$ cat src/rtl/lts_averager.sv
// LTS averager: buffers the first long training symbol of a burst, then
// averages it sample-by-sample with the second symbol. The averaged symbol
// is emitted on an AXI-Stream style output with a single output register.
module lts_averager #(
  parameter int N_SYM  = 64,
  parameter int DATA_W = 16
) (
  input  logic                clk_in,
  input  logic                rst_n_in,
  input  logic                lts_axis_tvalid,
  input  logic                lts_axis_tlast,
  input  logic [2*DATA_W-1:0] lts_axis_tdata,
  output logic                lts_axis_tready,
  output logic                avg_axis_tvalid,
  output logic                avg_axis_tlast,
  output logic [2*DATA_W-1:0] avg_axis_tdata,
  input  logic                avg_axis_tready,
  output logic                frame_done_out,
  output logic                frame_err_out
);

  localparam int IDX_W = $clog2(N_SYM);
  localparam logic [IDX_W-1:0] IDX_LAST = IDX_W'(N_SYM - 1);
  localparam logic [IDX_W-1:0] IDX_ZERO = IDX_W'(0);
  localparam logic [IDX_W-1:0] IDX_ONE  = IDX_W'(1);

  typedef enum logic [1:0] {
    ST_FILL    = 2'd0,
    ST_AVERAGE = 2'd1,
    ST_DRAIN   = 2'd2
  } state_t;

  state_t              state_q, state_d;
  logic [IDX_W-1:0]    idx_q, idx_d;
  logic                up_q;
  logic                avg_valid_q, avg_valid_d;
  logic                avg_last_q, avg_last_d;
  logic [2*DATA_W-1:0] avg_data_q, avg_data_d;
  logic                err_q, err_d;
  logic                done_s;
  logic                ready_s;
  logic                in_fire_s;
  logic                out_fire_s;
  logic [2*DATA_W-1:0] buf_rd_s;
  logic [2*DATA_W-1:0] avg_res_s;
  logic [2*DATA_W-1:0] buffer_q [N_SYM];

  // Floor-average of two signed components; the DATA_W+1 bit sum keeps the
  // carry so the halved result always fits back into DATA_W bits.
  function automatic logic [DATA_W-1:0] avg_comp(input logic [DATA_W-1:0] a,
                                                 input logic [DATA_W-1:0] b);
    logic [DATA_W:0] sum;
    sum = {a[DATA_W-1], a} + {b[DATA_W-1], b};
    return DATA_W'($signed(sum) >>> 1);
  endfunction

  assign in_fire_s  = lts_axis_tvalid && ready_s;
  assign out_fire_s = avg_valid_q && avg_axis_tready;
  assign buf_rd_s   = buffer_q[idx_q];
  assign avg_res_s  = {avg_comp(buf_rd_s[2*DATA_W-1:DATA_W], lts_axis_tdata[2*DATA_W-1:DATA_W]),
                       avg_comp(buf_rd_s[DATA_W-1:0],        lts_axis_tdata[DATA_W-1:0])};

  assign lts_axis_tready = ready_s;
  assign avg_axis_tvalid = avg_valid_q;
  assign avg_axis_tlast  = avg_last_q;
  assign avg_axis_tdata  = avg_data_q;
  assign frame_done_out  = done_s;
  assign frame_err_out   = err_q;

  // Input ready: open in FILL, follows the output register in AVERAGE, closed in DRAIN.
  always_comb begin
    ready_s = 1'b0;
    case (state_q)
      ST_FILL:    ready_s = up_q;
      ST_AVERAGE: ready_s = up_q && (avg_axis_tready || !avg_valid_q);
      ST_DRAIN:   ready_s = 1'b0;
      default:    ready_s = 1'b0;
    endcase
  end

  // Next-state, sample index, output register and status pulse decisions.
  always_comb begin
    state_d     = state_q;
    idx_d       = idx_q;
    avg_valid_d = avg_valid_q;
    avg_last_d  = avg_last_q;
    avg_data_d  = avg_data_q;
    err_d       = 1'b0;
    done_s      = 1'b0;
    case (state_q)
      ST_FILL: begin
        if (in_fire_s) begin
          if (lts_axis_tlast) begin
            // Burst too short: drop it and restart collection.
            err_d = 1'b1;
            idx_d = IDX_ZERO;
          end else if (idx_q == IDX_LAST) begin
            idx_d   = IDX_ZERO;
            state_d = ST_AVERAGE;
          end else begin
            idx_d = idx_q + IDX_ONE;
          end
        end else begin
          idx_d = idx_q;
        end
      end
      ST_AVERAGE: begin
        if (out_fire_s) begin
          avg_valid_d = 1'b0;
          avg_last_d  = 1'b0;
        end else begin
          avg_valid_d = avg_valid_q;
        end
        if (in_fire_s) begin
          if (lts_axis_tlast && (idx_q != IDX_LAST)) begin
            // Second symbol cut short: truncate the output and report it.
            err_d       = 1'b1;
            avg_valid_d = 1'b0;
            avg_last_d  = 1'b0;
            idx_d       = IDX_ZERO;
            state_d     = ST_FILL;
          end else begin
            avg_data_d  = avg_res_s;
            avg_valid_d = 1'b1;
            avg_last_d  = (idx_q == IDX_LAST);
            if (idx_q == IDX_LAST) begin
              // Frame is length-defined; input tlast is not required here.
              idx_d   = IDX_ZERO;
              state_d = ST_DRAIN;
            end else begin
              idx_d = idx_q + IDX_ONE;
            end
          end
        end else begin
          idx_d = idx_q;
        end
      end
      ST_DRAIN: begin
        if (out_fire_s) begin
          avg_valid_d = 1'b0;
          avg_last_d  = 1'b0;
          done_s      = avg_last_q;
          idx_d       = IDX_ZERO;
          state_d     = ST_FILL;
        end else begin
          state_d = ST_DRAIN;
        end
      end
      default: begin
        state_d     = ST_FILL;
        idx_d       = IDX_ZERO;
        avg_valid_d = 1'b0;
        avg_last_d  = 1'b0;
      end
    endcase
  end

  // Control and output registers, cleared asynchronously by reset.
  always_ff @(posedge clk_in or negedge rst_n_in) begin
    if (!rst_n_in) begin
      state_q     <= ST_FILL;
      idx_q       <= IDX_ZERO;
      up_q        <= 1'b0;
      avg_valid_q <= 1'b0;
      avg_last_q  <= 1'b0;
      avg_data_q  <= {(2*DATA_W){1'b0}};
      err_q       <= 1'b0;
    end else begin
      state_q     <= state_d;
      idx_q       <= idx_d;
      up_q        <= 1'b1;
      avg_valid_q <= avg_valid_d;
      avg_last_q  <= avg_last_d;
      avg_data_q  <= avg_data_d;
      err_q       <= err_d;
    end
  end

  // First-symbol storage; contents are always rewritten before being read.
  always_ff @(posedge clk_in) begin
    if ((state_q == ST_FILL) && in_fire_s) begin
      buffer_q[idx_q] <= lts_axis_tdata;
    end
  end

endmodule

$ cat config.mk
export PLATFORM = sky130hd
export DESIGN_NAME = lts_averager
export DESIGN_NICKNAME = d
export VERILOG_FILES = /design/src/rtl/lts_averager.sv
export SDC_FILE = /design/constraint.sdc
export NUM_CORES = 2
export LEC_CHECK = 0
export CORE_MARGIN = 2
export CORE_UTILIZATION = 62
export CTS_CLUSTER_DIAMETER = 120
export CTS_CLUSTER_SIZE = 16
export DETAILED_ROUTE_END_ITERATION = 8
export PLACE_DENSITY_LB_ADDON = 0.08
export SETUP_SLACK_MARGIN = 0.5
export SLEW_MARGIN = 40
export SYNTH_ARGS = -nofsm -noshare
export SYNTH_HDL_FRONTEND = slang
export SYNTH_SLANG_ARGS = --single-unit
$ cat constraint.sdc
create_clock -name clk_in -period 5.4 [get_ports clk_in]
set_input_delay 1.08 -clock clk_in [delete_from_list [all_inputs] [get_ports clk_in]]
set_output_delay 1.08 -clock clk_in [all_outputs]
set_load 0.02 [all_outputs]
[Word-level counts from Yosys, hierarchy flattened]
Memories as Yosys holds them, arrays and structs flattened.
Cells that the tools add are included.
Word-level totals
  memories kept: 1
  RAM bits: 2048
  flip-flop bits (word level): 44
  output and inout port bits: 37
  bits of input ports: 37
  logic and storage cells: 66
Operators by class
  equal/unequal tests: 10
  multiplexer cells: 33
  bitwise gates (word level): 1
  add/subtract/negate cells: 3
  reductions and logical operators: 11
Memory list
  buffer_q: words 64, bits a word 32, read ports 1, clocked after Yosys merged registers in 0, write ports 1, RTL line 46  | logic [2*DATA_W-1:0] buffer_q [N_SYM];
Operator list (count)
  two-way mux 6 bit: 6
  adder 16 x 16 -> 17 bit: 2
  one-hot mux 6 bit (3 select lines): 1
  two-way mux 1 bit: 14
  two-way mux 2 bit: 7
  inequality test 2 bit, second input constant: 5
  adder 6 x 1 -> 6 bit, second input constant: 1
  == test 6 bit, second input constant: 1
  inequality test 6 bit, second input constant: 1
  one-hot mux 1 bit (3 select lines): 2
  one-hot mux 2 bit (3 select lines): 1
  AND reduction 3 bit: 2
  logical AND 1 bit: 5
  AND reduction 5 bit: 1
  one-hot mux 1 bit (2 select lines): 2
  inequality test 3 bit, second input constant: 1
  == test 2 x 1 -> 1 bit, second input constant: 1
  == test 2 bit, second input constant: 1
  zero test 2 bit: 1
  zero test 1 bit: 1
  logical OR 1 bit: 1
  inverter 1 bit: 1

[Longest topological paths before layout]
  depth after elaboration: 8
  gate-level depth with buffers: 22
  mapped depth without buffers: 18

[Worst setup path after synthesis]
No wires, ideal clock.
  path type: flip-flop to flip-flop
  start: reg idx_q[1]
  end: reg avg_data_q[13], in the netlist avg_axis_tdata[13]
  library setup time: 0.095 ns
  required time: 5.305 ns
  clock period less this slack: 4.701 ns
  cell stages (with the launch flop): 23
  buffers on the path: 5
  arrival: 4.605 ns
  setup slack: 0.699 ns
  cell sequence: dfrtp_1 > buf_4 > or2b_1 > buf_4 > nor2_1 > buf_2 > buf_2 > buf_1 > a22oi_1 > a41oi_1 > a21oi_1 > nand3_1 > ha_1 > a21o_1 > a21o_1 > a21o_1 > a21o_1 > a21o_1 > a211o_1 > a2111oi_0 > nor3_1 > and2_1 > o31ai_1
On the way
  cells in the longest elaborated chain, start to end: 4
  elaborated cells on any way between the ends: 6
  classes of those cells: add/sub: 1; eq/ne: 1; bitwise: 1; reduce/logical: 2; memory: 1
Ends and longest elaborated chain
  start: declaration: RTL line 34  | logic [IDX_W-1:0] idx_q, idx_d;
  start signal: assignment: RTL line 170  | idx_q <= idx_d;
  branches (longest 4 deep; another with memory read (64 x 32 bit))
  end signal: assignment: RTL line 166  | avg_data_q <= {(2*DATA_W){1'b0}};
  end signal: assignment: RTL line 174  | avg_data_q <= avg_data_d;
  end: declaration: RTL line 38  | logic [2*DATA_W-1:0] avg_data_q, avg_data_d;
Several ways; the timed one is not identified.
A chain may end at the register's enable or synchronous reset.

[Final worst setup path]
  start: reg idx_q[2]
  end: reg avg_data_q[13], in the netlist avg_axis_tdata[13]
Same word-level chain as after synthesis.

==> metrics.cfg <==
[run_status]
status=finished clean

[sta]
final.min_clock_period_ns=4.84
worst_pin_slew_ns=0.859
finalWorstSetupSlack_ns=0.561
setup_viol=0
fin_setup_tns_ns=0
rsz0062_at_grt=false
slew_viol_final=0
fin_crit_sh_pct=89.6
fmax_ghz=0.207
finalHoldViolCount=0
slew_headroom_pct=42.1
hold_slack_ns=0.404
fin_skew_ns=0.0307

[synthesis]
synth_nets=4315
syn_area_sq_um=77000
synth_seq_cells=2092
synthCells=4241
synth-edff-count=2048
yosysSeqAreaShare_pct=81.3
ys_types=66
async_flop_share_pct=2.10
synth_ff_type=edfxtp_1
avgSynthCellArea_sq_um=18.2
yosys_warnings=0

[critical_path]
cp_cell_sequence=buf_12 -> nor2_4 -> buf_12 -> buf_6 -> a22o_1 -> a221oi_2 -> a31oi_2 -> nor4_4 -> buf_4 -> nand3_4 -> ha_4 -> a21o_1 -> a21o_1 -> a21o_1 -> a21o_1 -> a21o_1 -> a211o_1 -> a2111oi_4 -> nor3_2 -> and2_4 -> o31ai_2
reg2reg_to=avg_axis_tdata[13]
worst-r2r-cell-count=21
cpPeakStageDelay_ns=0.48
start_kind=flip-flop
crit_arrival_ns=5.55
critPathSlowestCell=nor4_4
reg2reg_slack_ns=0.56
critPathRequiredTime_ns=6.11
crit_path_start=idx_q[2]
cp_max_fo=16
cp_common_cell=a21o_1
worstSetupPathType=reg2reg
crit_path_end_kind=flip-flop
worstReg2RegStart=idx_q[2]

[drt]
drtPass1Iterations=6
vias_per_cell=7.44
vias=46400
drt-initial-drc-count=8796
wl_microns=245000
wl_per_cell_microns=39.3
remaining_drc_errors=0
detail-route-antenna-nets=0

[cts]
cts_tree=done
cts_sinks=2092
clock-root-buffer=clkbuf_16
clk_latency_ns=0.80
clkTransAtPathRegs_ns=0.08
cts_inserted_buffers=149
htreeDepth=4
cts_hold_buf=0
cts.path.max_buffers=3

[pwr]
irDropWorstVdd_v=0.000374
p_total_w=0.0322
p_leak_nw=26.8
powerDensity_nw_per_um2=370

[layout]
multi_input_area_sq_um=14100
final_cell_mix=2048 x edfxtp_1, 679 x a22oi_1, 275 x buf_4
drive_gt1_share_pct=15.0
layout.nets=4621
area_delta_synth_final_pct=13.1
layout_commonest_cell=edfxtp_1
seqCellArea_sq_um=62600
fill_cells=7694

[floorplanning]
die_h_microns=356
fp.coreArea_sq_um=123000
fp.dieW_microns=356
initial_core_util_pct=62.4
num_rows=129
pin_count=74
dieArea_sq_um=127000

[run]
maxCapViolCount=0

[placed_design]
dp_slack_ns=-0.0226
port_buffers=73
gp_congestion=0.923
dp_hpwl_microns=144000

[global_route]
grt_pass1_vias=43200
grtUsageTotal_pct=38.5
grt_start_max_net_pins=66
grt_pass1_wl_microns=337000
grt_antenna_before_repair=14
grt_overflow=0

[hold_path]
hp-class=in2async

==> what timing repair did <==
action                                  4_1_cts  5_1_grt
cloned                                        0        5
resized for setup                            14       52
pin swaps                                     1       28
endpoints found under the setup margin       10       12
setup buffers                                 3       22
==> cells in the mapped netlist (9+ instances only) <==
master | number | area share (%)
a21o_1 | 16 | 0.16
a21oi_1 | 96 | 0.62
a221o_1 | 10 | 0.13
a221oi_1 | 151 | 1.7
a22o_1 | 145 | 1.6
a22oi_1 | 680 | 6.6
a31oi_1 | 106 | 0.86
a41oi_1 | 56 | 0.64
buf_1 | 80 | 0.39
buf_2 | 51 | 0.33
clkbuf_1 | 132 | 0.64
dfrtp_1 | 44 | 1.4
edfxtp_1 | 2048 | 80
ha_1 | 35 | 0.57
inv_1 | 22 | 0.11
mux2i_1 | 32 | 0.42
nand2_1 | 90 | 0.44
nand3_1 | 66 | 0.43
nand4_1 | 53 | 0.43
nor2_1 | 95 | 0.46
nor3_1 | 9 | 0.058
nor4_1 | 21 | 0.17
o21ai_0 | 47 | 0.31
o22ai_1 | 16 | 0.13
o31ai_1 | 15 | 0.15
o32ai_1 | 12 | 0.14
xnor2_1 | 13 | 0.15
==> logic make-up after synthesis <==
kind of cell	after synthesis	share of synthesized area (%)
DFF	2092	81.3
AOI/OAI and AO/OA	1386	13.5
and+or+nand+nor	378	2.38
buffers and inverters	292	1.54
adders and majority gates	37	0.621
muxes	34	0.445
xor gates and xnor gates	21	0.239
other	1	0.00487
==> worst max-delay path by stage <==
stage | slack [ns] | depth (start not counted) | to
after floorplan | 0.70 | 22 | avg_axis_tdata[13]
after global routing | 0.45 | 20 | avg_axis_tdata[13]
final | 0.56 | 21 | avg_axis_tdata[13]
after global placement | -0.25 | 20 | avg_axis_tdata[13]
after CTS | 0.42 | 21 | avg_axis_tdata[13]
after detailed placement | -0.02 | 20 | avg_axis_tdata[13]
==> sequential cells by signal, summed over array words and instances, names as in the netlist <==
| register | flops |
|---|---|
| avg_axis_tdata | 32 |
| avg_axis_tlast | 1 |
| avg_axis_tvalid | 1 |
| buffer_q | 2048 |
| frame_err_out | 1 |
| idx_q | 6 |
| state_q | 2 |
| up_q | 1 |
==> critical path: cells and delay by family (launching register included) <==
kind            cells  cell delay (ns)
flops               1             0.44
fa+ha+maj           1             0.26
simple gates        5             0.84
compound gates     11             2.45
buf+inv             4             0.71
==> final cells by class <==
| type | count | share of cell area (%) |
|---|---|---|
| sequential | 2092 | 71.9 |
| multi-input combinational | 1859 | 16.2 |
| timing repair buffer | 423 | 4.73 |
| clock buffer | 188 | 4.62 |
| tap | 1637 | 2.35 |
| clock inverter | 10 | 0.148 |
| inverter | 22 | 0.0991 |
| antenna | 4 | 0.0115 |
==> layer usage <==
metal	part of all wire, %	global-route usage [%]	wire, microns
met1	36	56.2	89300
met2	44	56.0	108000
met3	15	10.8	37300
met4	4.4	14.8	10800
met5	0.027	0	66
==> through the flow <==
step	utilization (%)	cells	area [sq um]
2_1_floorplan	-	4241	77000
3_3_place_gp	66.6	6002	82200
3_5_place_dp	66.7	6003	82300
4_1_cts	70.1	6204	86500
5_1_grt	70.5	6231	87100
6_report	70.6	6235	87100
==> power by group <==
group / internal, W / switching (W)
clock: 0.00522 / 0.00523
sequential: 0.0179 / 0.0000172
combinational: 0.00129 / 0.00258
total: 0.0244 / 0.00783
No activity file was read; power rests on OpenSTA's default activity.
